**src/rtl/fifo_pkg.sv**
```systemverilog
// Shared types and helpers for the programmable synchronous FIFO.
package fifo_pkg;

  typedef enum logic {
    FIFO_REG,
    FIFO_FWFT
  } fifo_mode_e;

  // Width able to hold every occupancy value 0..depth inclusive.
  function automatic int fifo_lvl_w(input int depth);
    return $clog2(depth + 1);
  endfunction

endpackage

```
**src/rtl/fifo_ptr_wrap.sv**
```systemverilog
// Pointer counter that wraps from DEPTH-1 back to 0, so DEPTH need not be a power of two.
module fifo_ptr_wrap #(
  parameter int DEPTH = 6
) (
  input  logic                     clk,
  input  logic                     rst,
  input  logic                     inc,
  output logic [$clog2(DEPTH)-1:0] ptr
);

  localparam int PTR_W = $clog2(DEPTH);
  localparam logic [PTR_W-1:0] LAST = PTR_W'(DEPTH - 1);

  logic [PTR_W-1:0] ptr_reg;
  logic [PTR_W-1:0] ptr_next;

  always_comb begin
    ptr_next = ptr_reg;
    if (inc) begin
      ptr_next = (ptr_reg == LAST) ? '0 : ptr_reg + PTR_W'(1);
    end
  end

  always_ff @(posedge clk) begin
    if (rst) begin
      ptr_reg <= '0;
    end else begin
      ptr_reg <= ptr_next;
    end
  end

  assign ptr = ptr_reg;

endmodule

```
**src/rtl/fifo_sync_prog.sv**
```systemverilog
// Single-clock FIFO with arbitrary depth, registered or fall-through read, and programmable thresholds.
// Sticky overflow/underflow flags are built only when FIFO_SYNC_PROG_ERR_FLAGS_EN is defined.
module fifo_sync_prog
  import fifo_pkg::*;
#(
  parameter int         DATA_W    = 8,
  parameter int         DEPTH     = 6,
  parameter fifo_mode_e MODE      = FIFO_REG,
  parameter int         AF_THRESH = DEPTH - 1,
  parameter int         AE_THRESH = 1
) (
  input  logic                          clk,
  input  logic                          rst,
  input  logic                          wr_en,
  input  logic [DATA_W-1:0]             data_in,
  output logic                          full,
  output logic                          almost_full,
  input  logic                          rd_en,
  output logic [DATA_W-1:0]             data_out,
  output logic                          rd_valid,
  output logic                          empty,
  output logic                          almost_empty,
  output logic [fifo_lvl_w(DEPTH)-1:0]  level,
  output logic                          overflow,
  output logic                          underflow,
  input  logic                          err_clr
);

  localparam int PTR_W = $clog2(DEPTH);
  localparam int LVL_W = fifo_lvl_w(DEPTH);

  if (DATA_W < 1 || DEPTH < 2 || AF_THRESH < 1 || AF_THRESH > DEPTH ||
      AE_THRESH < 0 || AE_THRESH > DEPTH - 1) begin : g_bad_param
    $fatal(1, "fifo_sync_prog: DATA_W/DEPTH/threshold parameter out of range");
  end

  logic [DATA_W-1:0] mem [DEPTH];
  logic [PTR_W-1:0]  wr_ptr;
  logic [PTR_W-1:0]  rd_ptr;
  logic [LVL_W-1:0]  level_reg;
  logic [LVL_W-1:0]  level_next;
  logic              wr_acc;
  logic              rd_acc;

  // Acceptance looks only at the registered level, so a same-cycle pop never frees a slot for a push.
  assign wr_acc = wr_en && !full  && !rst;
  assign rd_acc = rd_en && !empty && !rst;

  fifo_ptr_wrap #(.DEPTH(DEPTH)) u_wr_ptr (
    .clk (clk),
    .rst (rst),
    .inc (wr_acc),
    .ptr (wr_ptr)
  );

  fifo_ptr_wrap #(.DEPTH(DEPTH)) u_rd_ptr (
    .clk (clk),
    .rst (rst),
    .inc (rd_acc),
    .ptr (rd_ptr)
  );

  always_ff @(posedge clk) begin
    if (wr_acc) begin
      mem[wr_ptr] <= data_in;
    end
  end

  always_comb begin
    level_next = level_reg;
    case ({wr_acc, rd_acc})
      2'b10:   level_next = level_reg + LVL_W'(1);
      2'b01:   level_next = level_reg - LVL_W'(1);
      default: level_next = level_reg;
    endcase
  end

  always_ff @(posedge clk) begin
    if (rst) begin
      level_reg <= '0;
    end else begin
      level_reg <= level_next;
    end
  end

  assign level        = level_reg;
  assign full         = (level_reg == LVL_W'(DEPTH));
  assign empty        = (level_reg == '0);
  assign almost_full  = (level_reg >= LVL_W'(AF_THRESH));
  assign almost_empty = (level_reg <= LVL_W'(AE_THRESH));

  if (MODE == FIFO_REG) begin : g_reg_read
    logic [DATA_W-1:0] data_out_reg;
    logic              rd_valid_reg;

    always_ff @(posedge clk) begin
      if (rst) begin
        data_out_reg <= '0;
        rd_valid_reg <= 1'b0;
      end else begin
        rd_valid_reg <= rd_acc;
        if (rd_acc) begin
          data_out_reg <= mem[rd_ptr];
        end
      end
    end

    assign data_out = data_out_reg;
    assign rd_valid = rd_valid_reg;
  end else begin : g_fwft_read
    // Masked while empty so the output is a defined zero instead of stale or uninitialised memory.
    assign data_out = empty ? '0 : mem[rd_ptr];
    assign rd_valid = !empty;
  end

`ifdef FIFO_SYNC_PROG_ERR_FLAGS_EN
  logic overflow_reg;
  logic underflow_reg;

  // A new error in the same cycle as err_clr keeps the flag set.
  always_ff @(posedge clk) begin
    if (rst) begin
      overflow_reg  <= 1'b0;
      underflow_reg <= 1'b0;
    end else begin
      if (wr_en && full) begin
        overflow_reg <= 1'b1;
      end else if (err_clr) begin
        overflow_reg <= 1'b0;
      end
      if (rd_en && empty) begin
        underflow_reg <= 1'b1;
      end else if (err_clr) begin
        underflow_reg <= 1'b0;
      end
    end
  end

  assign overflow  = overflow_reg;
  assign underflow = underflow_reg;
`else
  logic unused_err_clr;
  assign unused_err_clr = err_clr;
  assign overflow       = 1'b0;
  assign underflow      = 1'b0;
`endif

endmodule

```
**config.mk**
```make
export PLATFORM = sky130hd
export DESIGN_NAME = fifo_sync_prog
export DESIGN_NICKNAME = d
export VERILOG_FILES = /design/src/rtl/fifo_pkg.sv /design/src/rtl/fifo_ptr_wrap.sv /design/src/rtl/fifo_sync_prog.sv
export SDC_FILE = /design/constraint.sdc
export NUM_CORES = 1
export LEC_CHECK = 0
export ABC_CLOCK_PERIOD_IN_PS = 4000
export CELL_PAD_IN_SITES_DETAIL_PLACEMENT = 1
export CELL_PAD_IN_SITES_GLOBAL_PLACEMENT = 1
export CORE_MARGIN = 2
export CORE_UTILIZATION = 47
export DETAILED_ROUTE_END_ITERATION = 16
export PLACE_DENSITY_LB_ADDON = 0.1
export SLEW_MARGIN = 15
export SYNTH_ARGS = -nofsm -noshare
export SYNTH_HDL_FRONTEND = slang
export SYNTH_SLANG_ARGS = --single-unit
```
**constraint.sdc**
```tcl
create_clock -name clk -period 4 [get_ports clk]
set_input_delay 0.4 -clock clk [delete_from_list [all_inputs] [get_ports clk]]
set_output_delay 0.4 -clock clk [all_outputs]
set_load 0.05 [all_outputs]
```
==> results of run 1 <==
power by group:
group          total (mW)  internal (mW)  switching [mW]
registers           0.777          0.760          0.0173
logic               0.316          0.116           0.199
clock network       0.517          0.280           0.237
per-stage QoR:
stage                     cells  cell area [µm²]   util
after floorplan             189             2720      -
after global placement      283             3050  0.551
after detailed placement    283             3050  0.551
after CTS                   298             3230  0.584
after global routing        298             3230  0.584
final                       298             3230  0.584
area by class of cell:
cell class / count / area (µm²) / area share
repair buffers: 33 / 315 / 0.0975
flip-flops and latches: 66 / 1800 / 0.557
well taps: 72 / 90.1 / 0.0279
inverters: 9 / 33.8 / 0.0104
multi-input cells: 103 / 811 / 0.251
clock buffers: 9 / 124 / 0.0383
clock inverters: 6 / 58.8 / 0.0182
cell usage in the layout (no fill, tap or decap):
cell / synthesis / final
nor2_2: 1 / 1
nor2_1: 5 / 5
mux2_2: 23 / 23
nor3_1: 4 / 4
clkbuf_8: 0 / 9
o31a_1: 1 / 1
clkinvlp_4: 0 / 2
nand4_1: 4 / 4
nor4_1: 1 / 1
or3_1: 1 / 1
edfxtp_1: 48 / 48
buf_4: 3 / 6
xor2_1: 2 / 2
nand2_1: 2 / 2
o31ai_1: 4 / 4
conb_1: 1 / 2
bufinv_16: 0 / 1
dfxtp_1: 18 / 18
nand2b_1: 2 / 2
mux2i_1: 1 / 1
inv_1: 9 / 9
o21ai_0: 3 / 3
a21oi_1: 16 / 16
a222oi_1: 8 / 8
clkdlybuf4s50_1: 0 / 27
nor4b_1: 1 / 1
mux2_4: 1 / 1
nand3_1: 3 / 3
ha_1: 6 / 6
nor2b_1: 3 / 3
a211oi_1: 9 / 9
clkinv_1: 0 / 1
clkinv_2: 0 / 2
cells in the mapped netlist, types with 3 or more instances:
cell and instances:
edfxtp_1 48, mux2_2 23, dfxtp_1 18, a21oi_1 16, a211oi_1 9, inv_1 9
a222oi_1 8, clkbuf_1 6, ha_1 6, nor2_1 5, nand4_1 4, nor3_1 4
o31ai_1 4, buf_4 3, nand3_1 3, nor2b_1 3, o21ai_0 3
worst max path at each step:
stage,startpoint,to,slack (ns),cells after the start
2_1_floorplan,level[0],mem[2][0],1.26,5
3_3_place_gp,rd_en,level[2],1.55,6
3_5_place_dp,rd_en,level[2],1.50,6
4_1_cts,level[0],empty,1.13,5
5_1_grt,level[0],empty,0.95,5
6_report,level[0],empty,1.15,5
kinds of logic after synthesis:
| family | Yosys count | share of synthesized area |
|---|---|---|
| AOI/OAI and AO/OA | 41 | 0.104 |
| DFF | 66 | 0.664 |
| xor gates and xnor gates | 2 | 0.00646 |
| buffers and inverters | 20 | 0.0387 |
| and+or+nand+nor | 27 | 0.0535 |
| adders and majority gates | 6 | 0.0277 |
| muxes | 25 | 0.105 |
| other | 1 | 0.00138 |
worst max-delay path, delay by kind of cell (launching register included):
family | cells | cell delay, ns
buffers and inverters | 3 | 1.12
and+or+nand+nor | 1 | 0.35
DFF | 1 | 0.44
adders and majority gates | 1 | 0.21
routing by layer:
metal  routed length (µm)  track usage  vias to the layer above
li1                     -            -                      792
met1                 2370        0.248                      831
met2                 2890        0.323                       64
met3                  321       0.0475                       17
met4                  187        0.125                        0
met5                    0            0                        -
==> impl_metrics.ini, run 1 <==
[outcome]
outcome = finished clean

[synthesis]
yosysTopAreaCell = edfxtp_1
synth_top_area_frac = 0.531
syn_inst = 188
syn_area_um2 = 2710
yosysSeqAreaShare = 0.664
synth_ff_type = edfxtp_1
ys_types = 30
yosysWarnings = 0
synth_edf_count = 48
synth_area_leaders = edfxtp_1 53%, dfxtp_1 13%, mux2_2 9.5%
synth_seq_cells = 66
synthArstFlopShare = 0
avgSynthCellArea_um2 = 14.4

[sta]
timing.final.ws_setup_ns = 1.15
slew_violations = 0
skew_ns = 0.00565
min_period_ns = 2.85
hold_viol = 0
finalCritPeriodShare = 0.712
setup_viol = 0
whs_ns = 0.507
fmax_ghz = 0.351
tightest_slew_ns = 0.796
setup_tns_ns = 0
slew_headroom = 0.469
grt_setup_unrepaired = false

[clocking]
post-cts-setup-buffers = 0
clk_pin_slew_worst_paths_ns = 0.07
insertion_delay_ns = 0.33
htreeDepth = 3
cts_buffer_depth = 2
holdBufCountCts = 0
cts_sinks = 66
cts-resized-gates = 0
numCtsBuffers = 9
cts.root.buffer_cell = clkbuf_8
cts_tree = built

[power_and_ir_drop]
p_total_mw = 1.61
ir_drop_mv = 0.232
p_leak_nw = 1.09
power_density_nw_per_um2 = 498

[critical_path]
arrival_ns = 2.45
cp-start-kind = register
criticalPathCategory = reg2out
worst_path_most_repeated_cell = inv_1
r2r_slack_ns = 1.53
reg2reg_from = level[0]
endpoint_kind = primary output
cp_max_fo = 12
required_ns = 3.60
slowest_stage = clkdlybuf4s50_1
path_cells = inv_1, ha_1, nand2b_1, inv_1, clkdlybuf4s50_1
reg2reg_depth = 8
critPathMaxStageDelay_ns = 0.76
rr_endpoint = level[2]

[floorplanning]
start_util = 0.490
rows = 27
die_w_um = 80.0
ios = 31
core-area_um2 = 5540
fp.dieH_um = 80.0
die_area_um2 = 6400

[min_path]
min_to = u_rd_ptr.ptr[1]
min_path_type = reg2reg
hold_start = u_rd_ptr.ptr[1]
worstHoldPathCells = 2

[layout]
drive_above_1_share = 0.199
nFillCells = 555
final_net_count = 241
largest_reg_flops = 48
synthToLayoutAreaGrowth_pct = 19.2
antenna_cells = 0

[placed_design]
gp_congestion = 0.788
pre_cts_slack_ns = 1.50
io_buffers = 27
place_hpwl_mm = 3.90

[grt]
grt_max_degree = 29
grt.overflow.total = 0
antenna_found_initial = 0
first_global_vias = 1774
grt_pass1_wl_mm = 9.38
grt.total_usage = 0.203

[drt]
ant_nets = 0
wire_per_inst_um = 19.3
route.detailed.drc = 0
viasPerCell = 5.72
wl_mm = 5.76
first_iter_violations = 156
dr.pass1.iters = 5
via_count = 1704

[run]
maxCapViolCount = 0
No activity file was read; power rests on OpenSTA's default activity.
==> run 2, diff against run 1 <==
Settings changed: ABC_CLOCK_PERIOD_IN_PS 4000 to 2590, CORE_UTILIZATION 47 to 41.
Clock period 4 ns to 2.59 ns, I/O delays scaled along.
==> run 2 against run 1 <==
Non-clock buffer count rose by 3. Global-route usage fell by 1.7 points. Clock power rose by 53%. Cell area rose by 0.81%. Largest power group unchanged. Setup slack got worse by 0.99 ns. First-iteration DRC count fell by 9.0%. Register-to-register slack got worse by 1.1 ns. Cell count rose by 2.7%. Die area rose by 14%. Wire length rose by 7.6%. Largest cell class unchanged.
==> impl_metrics.ini, run 2 (synthesis gave the netlist of run 1 again) <==
[clocking]
post-cts-setup-buffers = 0
insertion_delay_ns = 0.33
htreeDepth = 3
cts_tree = built
cts_buffer_depth = 2
clk_pin_slew_worst_paths_ns = 0.06
cts_sinks = 66
holdBufCountCts = 0
cts.root.buffer_cell = clkbuf_8
numCtsBuffers = 9
cts-resized-gates = 0

[sta]
grt_setup_unrepaired = false
slew_violations = 0
hold_viol = 0
finalCritPeriodShare = 0.936
setup_viol = 0
timing.final.ws_setup_ns = 0.165
tightest_slew_ns = 0.599
min_period_ns = 2.42
fmax_ghz = 0.412
slew_headroom = 0.599
skew_ns = 0.00840
setup_tns_ns = 0
whs_ns = 0.516

[min_path]
min_path_type = reg2reg

[floorplanning]
fp.dieH_um = 85.4
die_w_um = 85.4
die_area_um2 = 7290
ios = 31
rows = 29
start_util = 0.425
core-area_um2 = 6390

[critical_path]
cp_max_fo = 6
path_cells = inv_1, ha_1, nand2_1, inv_1, clkdlybuf4s50_1
critical-path-top-delay-family = buffers and inverters
path_buf_inv = 3
endpoint_kind = primary output
criticalPathCategory = reg2out
worst_path_most_repeated_cell = inv_1
cp-start-kind = register
slowest_stage = clkdlybuf4s50_1
arrival_ns = 2.17
critPathMaxStageDelay_ns = 0.82
r2r_slack_ns = 0.45
required_ns = 2.33

[layout]
nFillCells = 652
final_common_cell = edfxtp_1
final_cell_mix = 48 x edfxtp_1, 27 x clkdlybuf4s50_1, 23 x mux2_2
final_core_util = 0.511
synthToLayoutAreaGrowth_pct = 20.1
final_net_count = 244
finalInstanceArea_um2 = 3260
largest_reg_flops = 48
antenna_cells = 0
drive_above_1_share = 0.201
fin_cells = 306

[drt]
route.detailed.drc = 0
viasPerCell = 5.61
wl_mm = 6.20
first_iter_violations = 142
wire_per_inst_um = 20.3
dr.pass1.iters = 4
via_count = 1718
ant_nets = 0

[grt]
grt_max_degree = 29
grt.overflow.total = 0
grt.total_usage = 0.186
grt_pass1_wl_mm = 10.0
antenna_found_initial = 0
first_global_vias = 1806

[placed_design]
pre_cts_slack_ns = 0.356
place_hpwl_mm = 4.01
gp_congestion = 0.692
dp_cells = 291
dpl-instance-area_um2 = 3090
io_buffers = 27

[outcome]
outcome = finished clean

[power_and_ir_drop]
p_total_mw = 2.50
p_leak_nw = 1.11
power_density_nw_per_um2 = 766
ir_drop_mv = 0.377

[run]
maxCapViolCount = 0
[run 2: path summary, 6_finish.rpt]
| check | from | to | cells past startpoint |
|---|---|---|---|
| setup / recovery | level[0] | full | 5 |
| hold / removal | u_rd_ptr.ptr[1] | u_rd_ptr.ptr[1] | 2 |
| setup reg to reg | level[0] | level[2] | 7 |
| hold reg to reg | u_rd_ptr.ptr[1] | u_rd_ptr.ptr[1] | 2 |
[run 2: tightest hold or removal path, stage by stage, from the launching register on]
cell     delay, ns
dfxtp_1       0.33
o31ai_1       0.07
a21oi_1       0.06
[run 2: area by class of cell]
type,instances,area (µm²),area share
flip-flops and latches,66,1800,0.553
repair buffers,36,338,0.104
well taps,77,96.3,0.0295
multi-input cells,103,817,0.251
inverters,9,33.8,0.0104
clock inverters,5,46.3,0.0142
clock buffers,10,128,0.0391
[run 2: per-layer routing]
metal | global-route usage | share of wire | wire length, µm | vias up
met3 | 0.0389 | 0.036 | 221 | 2
met1 | 0.254 | 0.47 | 2890 | 882
met5 | 0 | 0 | 0 | -
met4 | 0.0649 | 0.0044 | 27 | 0
met2 | 0.295 | 0.49 | 3060 | 35
li1 | - | - | - | 799
[run 2: where the power goes]
group / switching, mW / internal (mW) / total, mW
combinational: 0.311 / 0.189 / 0.500
sequential: 0.0302 / 1.17 / 1.20
clock: 0.365 / 0.428 / 0.793
total: 0.706 / 1.79 / 2.50
